## src/rtl/nx_stream_buffer_pkg.sv

```systemverilog
// nx_stream_buffer_pkg: shared helpers for the stream buffer.
//
// Contents:
//   next_index() - circular index advance used by the buffer's read and write pointers.
//
// Optional feature macro used by the buffer: NX_STREAM_BUFFER_STATS_EN.
package nx_stream_buffer_pkg;

    // Advance a circular index, wrapping from depth-1 back to 0.
    function automatic int unsigned next_index(input int unsigned idx,
                                               input int unsigned depth);
        return (idx == depth - 1) ? 0 : idx + 1;
    endfunction

endpackage

```

## src/rtl/nx_stream_buffer.sv

```systemverilog
// nx_stream_buffer: valid/ready FIFO with registered inbound ready.
//
// Parameters:
//   WIDTH - payload width in bits (>= 1)
//   DEPTH - number of storage entries (>= 2, any value)
//
// Ports:
//   i_clk            - clock, all state updates on the rising edge
//   i_rst            - synchronous active-high reset (clears state and storage)
//   i_flush          - synchronous discard of all buffered entries
//   i_inbound_data   - inbound payload
//   i_inbound_valid  - inbound payload present
//   o_inbound_ready  - buffer can accept a payload (registered, = !full)
//   o_outbound_data  - head-of-queue payload
//   o_outbound_valid - head-of-queue payload present
//   i_outbound_ready - downstream accepts the payload
//   o_level          - current occupancy            (NX_STREAM_BUFFER_STATS_EN only)
//   o_high_water     - peak occupancy since reset   (NX_STREAM_BUFFER_STATS_EN only)
//
// Optional feature: define NX_STREAM_BUFFER_STATS_EN to add o_level / o_high_water.
module nx_stream_buffer
    import nx_stream_buffer_pkg::*;
#(
    parameter int unsigned WIDTH = 32,
    parameter int unsigned DEPTH = 4
) (
    input  logic                       i_clk,
    input  logic                       i_rst,
    input  logic                       i_flush,
    input  logic [WIDTH-1:0]           i_inbound_data,
    input  logic                       i_inbound_valid,
    output logic                       o_inbound_ready,
    output logic [WIDTH-1:0]           o_outbound_data,
    output logic                       o_outbound_valid,
    input  logic                       i_outbound_ready
`ifdef NX_STREAM_BUFFER_STATS_EN
    ,
    output logic [$clog2(DEPTH+1)-1:0] o_level,
    output logic [$clog2(DEPTH+1)-1:0] o_high_water
`endif
);

    localparam int unsigned PTR_W = $clog2(DEPTH);
    localparam int unsigned CNT_W = $clog2(DEPTH + 1);
    localparam logic [CNT_W-1:0] FULL_COUNT = CNT_W'(DEPTH);

    logic [WIDTH-1:0] mem_q [DEPTH];
    logic [PTR_W-1:0] wr_ptr_q, wr_ptr_d;
    logic [PTR_W-1:0] rd_ptr_q, rd_ptr_d;
    logic [CNT_W-1:0] count_q, count_d;
    logic             ready_q, ready_d;
    logic             push, pop;

    assign push = i_inbound_valid && ready_q;
    assign pop  = (count_q != '0) && i_outbound_ready;

    always_comb begin
        wr_ptr_d = wr_ptr_q;
        rd_ptr_d = rd_ptr_q;
        count_d  = count_q;
        if (i_flush) begin
            // Flush wins over any push or pop in the same cycle.
            wr_ptr_d = '0;
            rd_ptr_d = '0;
            count_d  = '0;
        end else begin
            if (push) wr_ptr_d = PTR_W'(next_index(32'(wr_ptr_q), DEPTH));
            if (pop)  rd_ptr_d = PTR_W'(next_index(32'(rd_ptr_q), DEPTH));
            case ({push, pop})
                2'b10:   count_d = count_q + 1'b1;
                2'b01:   count_d = count_q - 1'b1;
                default: count_d = count_q;
            endcase
        end
        // Ready is registered from the next count, so a pop while full only
        // reopens the inbound side one cycle later.
        ready_d = (count_d != FULL_COUNT);
    end

    always_ff @(posedge i_clk) begin
        if (i_rst) begin
            wr_ptr_q <= '0;
            rd_ptr_q <= '0;
            count_q  <= '0;
            ready_q  <= 1'b1;
            for (int i = 0; i < int'(DEPTH); i++) begin
                mem_q[i] <= '0;
            end
        end else begin
            wr_ptr_q <= wr_ptr_d;
            rd_ptr_q <= rd_ptr_d;
            count_q  <= count_d;
            ready_q  <= ready_d;
            if (push && !i_flush) begin
                mem_q[wr_ptr_q] <= i_inbound_data;
            end
        end
    end

    assign o_inbound_ready  = ready_q;
    assign o_outbound_valid = (count_q != '0);
    assign o_outbound_data  = mem_q[rd_ptr_q];

`ifdef NX_STREAM_BUFFER_STATS_EN
    logic [CNT_W-1:0] high_water_q, high_water_d;

    // Tracks the peak of the next count; flush lowers the count but not the peak.
    always_comb begin
        high_water_d = high_water_q;
        if (count_d > high_water_q) high_water_d = count_d;
    end

    always_ff @(posedge i_clk) begin
        if (i_rst) begin
            high_water_q <= '0;
        end else begin
            high_water_q <= high_water_d;
        end
    end

    assign o_level      = count_q;
    assign o_high_water = high_water_q;
`endif

endmodule

```

## config.mk

```make
export PLATFORM = sky130hd
export DESIGN_NAME = nx_stream_buffer
export DESIGN_NICKNAME = d
export VERILOG_FILES = /design/src/rtl/nx_stream_buffer_pkg.sv /design/src/rtl/nx_stream_buffer.sv
export SDC_FILE = /design/constraint.sdc
export NUM_CORES = 1
export LEC_CHECK = 0
export ABC_AREA = 1
export BUFFER_PORTS_ARGS = -buffer_cell sky130_fd_sc_hd__buf_4
export CORE_ASPECT_RATIO = 0.75
export CORE_MARGIN = 4
export CORE_UTILIZATION = 37
export CTS_BUF_LIST = sky130_fd_sc_hd__clkbuf_8 sky130_fd_sc_hd__clkbuf_16
export CTS_CLUSTER_DIAMETER = 50
export DETAILED_ROUTE_END_ITERATION = 12
export PLACE_DENSITY_LB_ADDON = 0.2
export SLEW_MARGIN = 30
export SYNTH_ARGS = -nofsm -noshare
export SYNTH_HDL_FRONTEND = slang
export SYNTH_SLANG_ARGS = --single-unit
```

## constraint.sdc

```tcl
create_clock -name i_clk -period 2.6 [get_ports i_clk]
set_input_delay 0.26 -clock i_clk [delete_from_list [all_inputs] [get_ports i_clk]]
set_output_delay 0.26 -clock i_clk [all_outputs]
set_load 0.05 [all_outputs]
```

Word-level counts from Yosys, hierarchy flattened. Memory sizes are Yosys's and may differ from the RTL's. A register that Yosys moved wholly into a read port is not among the register bits. Cells that the tools add are included.

Input bits: 37. Bits in writable memories: 128. Output and inout bits: 34. Memories kept: 1. Register bits after elaboration: 8.

Muxes and demuxes: 14. Reduce and logical (&&, ||, !) cells: 7. Eq/ne operators: 5. $add $sub $neg: 4.

Memories: mem_q (depth 4, bits a word 32, read ports 1, clocked after memory_dff 1, wr ports 4, RTL line nx_stream_buffer.sv:47) `logic [WIDTH-1:0] mem_q [DEPTH];`.

Operators by type and width (count): $mux 32 (1); $reduce_or 32->1 (1); $mux 2 (5); $eq 2x2->1 const B (3); $mux 1 (6); $pmux 3 s2 (1); $add 2x1->2 const B (2); $add 3x1->3 const B (1); $logic_and 1x1->1 (3); $mux 3 (1); $ne 3x3->1 const B (1); $reduce_bool 3->1 (1); $sub 3x1->3 const B (1); $eq 2x1->1 const B (1); $reduce_or 2->1 (1); $logic_not 1->1 (1).

Logic depth before layout (Yosys ltp). Gate-level depths: netlist (run 1).

Depth after elaboration: 7. Gate-level depth with buffers: 12. Depth with buffers taken out: 12.

Worst setup path after synthesis (run 1). No wires, ideal clock.

Path type: register -> register. Start point: register ready_q (netlist: o_inbound_ready). End point: memory mem_q[3][0] (enable). Library setup time: 432 ps. Data required time: 2168 ps. Data arrival time: 2586 ps. Setup slack: -418 ps. Stages on the path, launching flop included: 6. Cells stage by stage: dfxtp_1 > nand2_2 > clkinv_1 > nand2_4 > nor2_8 > a21oi_1.

RTL lines: start, declared (RTL line nx_stream_buffer.sv:51) `logic ready_q, ready_d;`; start signal, assigned (RTL line nx_stream_buffer.sv:93) `ready_q <= ready_d;`; end, declared (RTL line nx_stream_buffer.sv:47).

==> results_dict.tcl, run 1 <==
set metrics [dict create \
    yosysMostFrequentCell "nor2_1" \
    yosys.area.top_type "edfxtp_1" \
    path_max_fanout 45 \
    yosys-top-cells-area "edfxtp_1, nor2_1, o21ai_0" \
    fillers 1446 \
    period_minus_slack_ns 2.39 \
    io_pins 71 \
    final_cells 849 \
    cp-start-kind "register" \
    fin_skew_ns 0.00665 \
    finalHoldViolations 0 \
    cts_max_level 4 \
    grt_pass1_vias 4221 \
    finalPower_mw 5.81 \
    synthFlopType "edfxtp_1" \
    critical_path_arrival_ns 2.13 \
    grt_pass1_wl_um 22700 \
    ys_warn_count 0 \
    routed_via_density 5.00 \
    num_rows 39 \
    netlist_area_mm2 0.00598 \
    cellPowerDensity_mw_per_mm2 785 \
    synth_nets 597 \
    p_leak_nw 3.09 \
    die_w_um 155 \
    dr.pass1.iters 5 \
    report.final.setup_viol 0 \
    dp_hpwl_um 8830 \
    netlist.area_leader.share 0.643 \
    start_util 0.385 \
    routed_wl_um 13900 \
    ys_ff_latch 138 \
    cts_tree "done" \
    num-nets-final 673 \
    grt_max_degree 46 \
    cp.required_ns 2.34 \
    yosysSeqAreaShare 0.676 \
    path_clk_slew_ns 0.06 \
    port_buffers 70 \
    coreArea_mm2 0.0155 \
    cts.sinks 138 \
    multi_input_area_mm2 0.00160 \
    cts_setup_buffers 0 \
    criticalPathCategory "register to output pin" \
    drv_slew 0 \
    synth_edf_count 128 \
    place_inst 818 \
    numCtsBuffers 17 \
    cap_violations 0 \
    rsz0062_at_grt "no" \
    status "complete, no violations" \
    peakVddDrop_mv 0.505 \
    antenna_found_initial 0 \
    clkLatencyLatePin_ns 0.41 \
    drt_iter0_markers 284 \
    yosysUniqueCellTypes 25 \
    ant_nets 0 \
    ctsLongestPathBuffers 2 \
    seqCellArea_mm2 0.00405 \
    num_vias 4241 \
    relSlewSlack 0.550 \
    grt-ovfl-total 0 \
    cts_root_buf "clkbuf_16" \
    num_antenna_cells 0 \
    synth_commonest_cells "nor2_1, edfxtp_1, o21ai_0" \
    netlist_instances 556 \
    finalSetupTns_ns 0 \
    routabilityCongestion 0.782 \
    syn2layout_area_growth_pct 23.8 \
    drcViolationCount 0 \
    fmax_mhz 418 \
    dieArea_mm2 0.0183 \
    avgSynthCellArea_um2 10.8 \
    hold_class "input port to register" \
    endpoint_kind "output pin" \
    fin_crit_sh 0.920 \
    die_height_um 118 \
    synth-async-reset-ratio 0 \
    grt.total_usage 0.158 \
    drive_gt1_frac 0.216 \
    worstMarginPinSlew_ns 0.672 \
    routedWlPerCell_um 16.3 \
]
[cell type report]
type / count / share of cell area
clock buffer: 17 / 0.0575
clock inverter: 14 / 0.0277
inverter: 49 / 0.0249
multi-input combinational: 338 / 0.216
sequential: 138 / 0.547
tap: 205 / 0.0347
timing repair buffer: 88 / 0.0932
[sequential cells by signal (all words and copies together), names as in the netlist, named ones only]
register,cells
rd_ptr_q,2
o_inbound_ready,1
mem_q,128
wr_ptr_q,2
count_q,3
[report_power, final]
part / switching [mW] / internal (mW) / leakage [nW] / total, mW
sequential: 0.0366 / 2.55 / 1.41 / 2.59
combinational: 0.460 / 0.189 / 1.37 / 0.649
clock: 0.886 / 1.69 / 0.313 / 2.57
[critical path, cell delays in order, from the launching register on]
cell	delay, ns
dfxtp_2	0.44
inv_2	0.36
buf_12	0.27
o21ai_0	0.11
o22ai_1	0.26
buf_4	0.26
[repair_timing]
item / in CTS / in global routing
gates resized for setup: 0 / 1
hold buffers: 0 / 0
setup endpoints to repair: 0 / 2
endpoints found under the hold margin: 0 / 0
[cells in the final DEF (no fill, tap or decap)]
cell	count
nor2_1	192
edfxtp_1	128
buf_4	85
o21ai_0	65
inv_1	49
o22ai_1	32
clkbuf_16	17
nand2_1	13
nor2_2	11
dfxtp_1	9
nand3_1	6
bufinv_16	5
nand2_2	4
ha_1	3
clkinv_1	2
nand2_4	2
nand4_1	2
clkinv_4	2
clkinv_2	2
buf_12	2
inv_2	1
nor2_4	1
nor2_8	1
o21ai_4	1
a21oi_4	1
a211oi_1	1
nand3b_1	1
a21oi_1	1
fa_1	1
dfxtp_2	1
clkinvlp_4	1
inv_6	1
buf_6	1
[cell families (layout without fill, tap and decap cells)]
kind of cell               count (synthesis)  count (layout)  synth area share
AOI/OAI and AO/OA                        101             101            0.0935
adders and majority gates                  4               4           0.00963
buffers and inverters                     80             168            0.0601
DFF                                      138             138             0.676
and+or+nand+nor                          233             233             0.160
[metrics by stage]
stage	util	cell area [um^2]	hold slack (ns)	worst slack, ns
final	0.477	7400	0.0578	0.208
after global routing	0.477	7400	0.0475	0.0416
after CTS	0.477	7400	0.0432	0.137
after detailed placement	0.436	6770	0.477	0.508
after global placement	0.436	6770	0.473	0.570
after floorplan	-	5980	0.332	0.144
[metal layers]
metal  track usage  wire, um  vias up
met1         0.228      6360     2052
met5             0         0        -
met4        0.0381        68        0
li1              -         -     2037
met2         0.241      6470      143
met3        0.0375       950        9
[path summary, 6_finish.rpt]
path                        start                  end  slack, ns  cells past startpoint
setup / recovery         register  o_outbound_data[21]       0.21                      5
hold / removal              i_rst           count_q[0]       0.06                      2
setup reg to reg  o_inbound_ready         mem_q[1][27]       0.62                      6
hold reg to reg       rd_ptr_q[1]          rd_ptr_q[1]       0.51                      2
(Power assumes the default switching activity.)
==> run 2: changes to the inputs <==
clock period = 3 ns   (was 2.6 ns; I/O delays follow)
==> results_dict.tcl, run 2 (synthesized netlist as in run 1, its figures left out) <==
set metrics [dict create \
    fin_crit_sh 0.823 \
    placed_cell_area_mm2 0.00671 \
    io_pins 71 \
    coreArea_mm2 0.0155 \
    critical_path_arrival_ns 2.17 \
    fillers 1473 \
    dr.pass1.iters 5 \
    grt.total_usage 0.155 \
    fin_skew_ns 0.00928 \
    start_util 0.385 \
    port_buffers 70 \
    num_vias 4124 \
    drive_gt1_frac 0.204 \
    peakVddDrop_mv 0.420 \
    final_area_mm2 0.00727 \
    routedWlPerCell_um 16.0 \
    fmax_mhz 405 \
    reg2reg_depth 6 \
    ant_nets 0 \
    period_minus_slack_ns 2.47 \
    routed_wl_um 13500 \
    hold_buffers 0 \
    path_max_fanout 43 \
    endpoint_kind "output pin" \
    report.final.setup_viol 0 \
    routabilityCongestion 0.748 \
    drt_iter0_markers 318 \
    clkLatencyLatePin_ns 0.41 \
    die_w_um 155 \
    cts_setup_buffers 0 \
    num_rows 39 \
    final_cell_mix "nor2_1, edfxtp_1, buf_4" \
    cellPowerDensity_mw_per_mm2 661 \
    finalSetupTns_ns 0 \
    reg.largest.list "mem_q x128, count_q x3" \
    hold_start "i_rst" \
    antenna_found_initial 0 \
    ctsLongestPathBuffers 2 \
    rsz0062_at_grt "no" \
    r2r-start "o_inbound_ready" \
    cap_violations 0 \
    path_clk_slew_ns 0.06 \
    p_leak_nw 3.03 \
    holdWs_ns 0.0997 \
    cp-start-kind "register" \
    numCtsBuffers 17 \
    cts_tree "done" \
    r2r_slack_ns 0.88 \
    cts_root_buf "clkbuf_16" \
    largest_register_ffs 128 \
    grt_pass1_wl_um 22100 \
    routed_via_density 4.89 \
    multi_input_area_mm2 0.00160 \
    final_cells 843 \
    layout_commonest_cell "nor2_1" \
    drv_slew 0 \
    worstMarginPinSlew_ns 0.674 \
    seqCellArea_mm2 0.00405 \
    num-nets-final 667 \
    top_register "mem_q" \
    grt-ovfl-total 0 \
    cts.sinks 138 \
    grt_pass1_vias 4215 \
    hold_class "input port to register" \
    dp_hpwl_um 8390 \
    place_inst 812 \
    syn2layout_area_growth_pct 21.7 \
    hold_path_end "count_q[0]" \
    die_height_um 118 \
    criticalPathCategory "register to output pin" \
    cts_max_level 4 \
    grt_max_degree 65 \
    hold_depth 2 \
    cp.required_ns 2.70 \
    num_antenna_cells 0 \
    relSlewSlack 0.550 \
    status "complete, no violations" \
    finalHoldViolations 0 \
    dieArea_mm2 0.0183 \
    ctsResizeCount 0 \
    drcViolationCount 0 \
    regToRegEndpoint "mem_q[3][21]" \
]
-- run 2: layout make-up --
class | instances | share of cell area
flip-flops and latches | 138 | 0.556
multi-input cells | 338 | 0.219
repair buffers | 82 | 0.0863
clock buffers | 17 | 0.0585
well taps | 205 | 0.0353
inverters | 49 | 0.0253
clock inverters | 14 | 0.0193
-- run 2: report_power, final --
| group | internal (mW) | total, mW | switching, mW |
|---|---|---|---|
| clock network | 1.28 | 2.01 | 0.735 |
| registers | 2.21 | 2.24 | 0.0286 |
| logic | 0.158 | 0.553 | 0.395 |
| total | 3.65 | 4.81 | 1.16 |
-- run 2: worst max-delay path by stage --
stage	from	to	cells past startpoint
5_1_grt	register	o_outbound_data[30]	5
4_1_cts	register	o_outbound_data[30]	5
2_1_floorplan	o_inbound_ready	mem_q[1][0]	7
3_5_place_dp	i_flush	mem_q[1][5]	7
3_3_place_gp	i_flush	mem_q[1][5]	7
6_report	register	o_outbound_data[30]	5
-- run 2: layer usage --
| metal | vias to the layer above | part of all wire | track usage |
|---|---|---|---|
| met5 | - | 0 | 0 |
| met4 | 0 | 0.0025 | 0.0480 |
| met3 | 2 | 0.072 | 0.0397 |
| met2 | 119 | 0.46 | 0.238 |
| met1 | 1978 | 0.46 | 0.215 |
| li1 | 2025 | - | - |
-- run 2: through the flow --
step                power (mW)  setup WS, ns   util
global placement          2.83         0.786  0.432
finish                    4.81         0.532  0.469
CTS                       4.86         0.509  0.469
global route              4.99         0.339  0.469
floorplan                 2.64         0.544      -
detailed placement        2.84         0.742  0.432
-- run 2: worst max-delay path: stages, from the launching register on --
cell,delay [ns]
dfxtp_2,0.32
inv_2,0.49
buf_4,0.36
o21ai_0,0.10
o22ai_1,0.22
buf_4,0.25
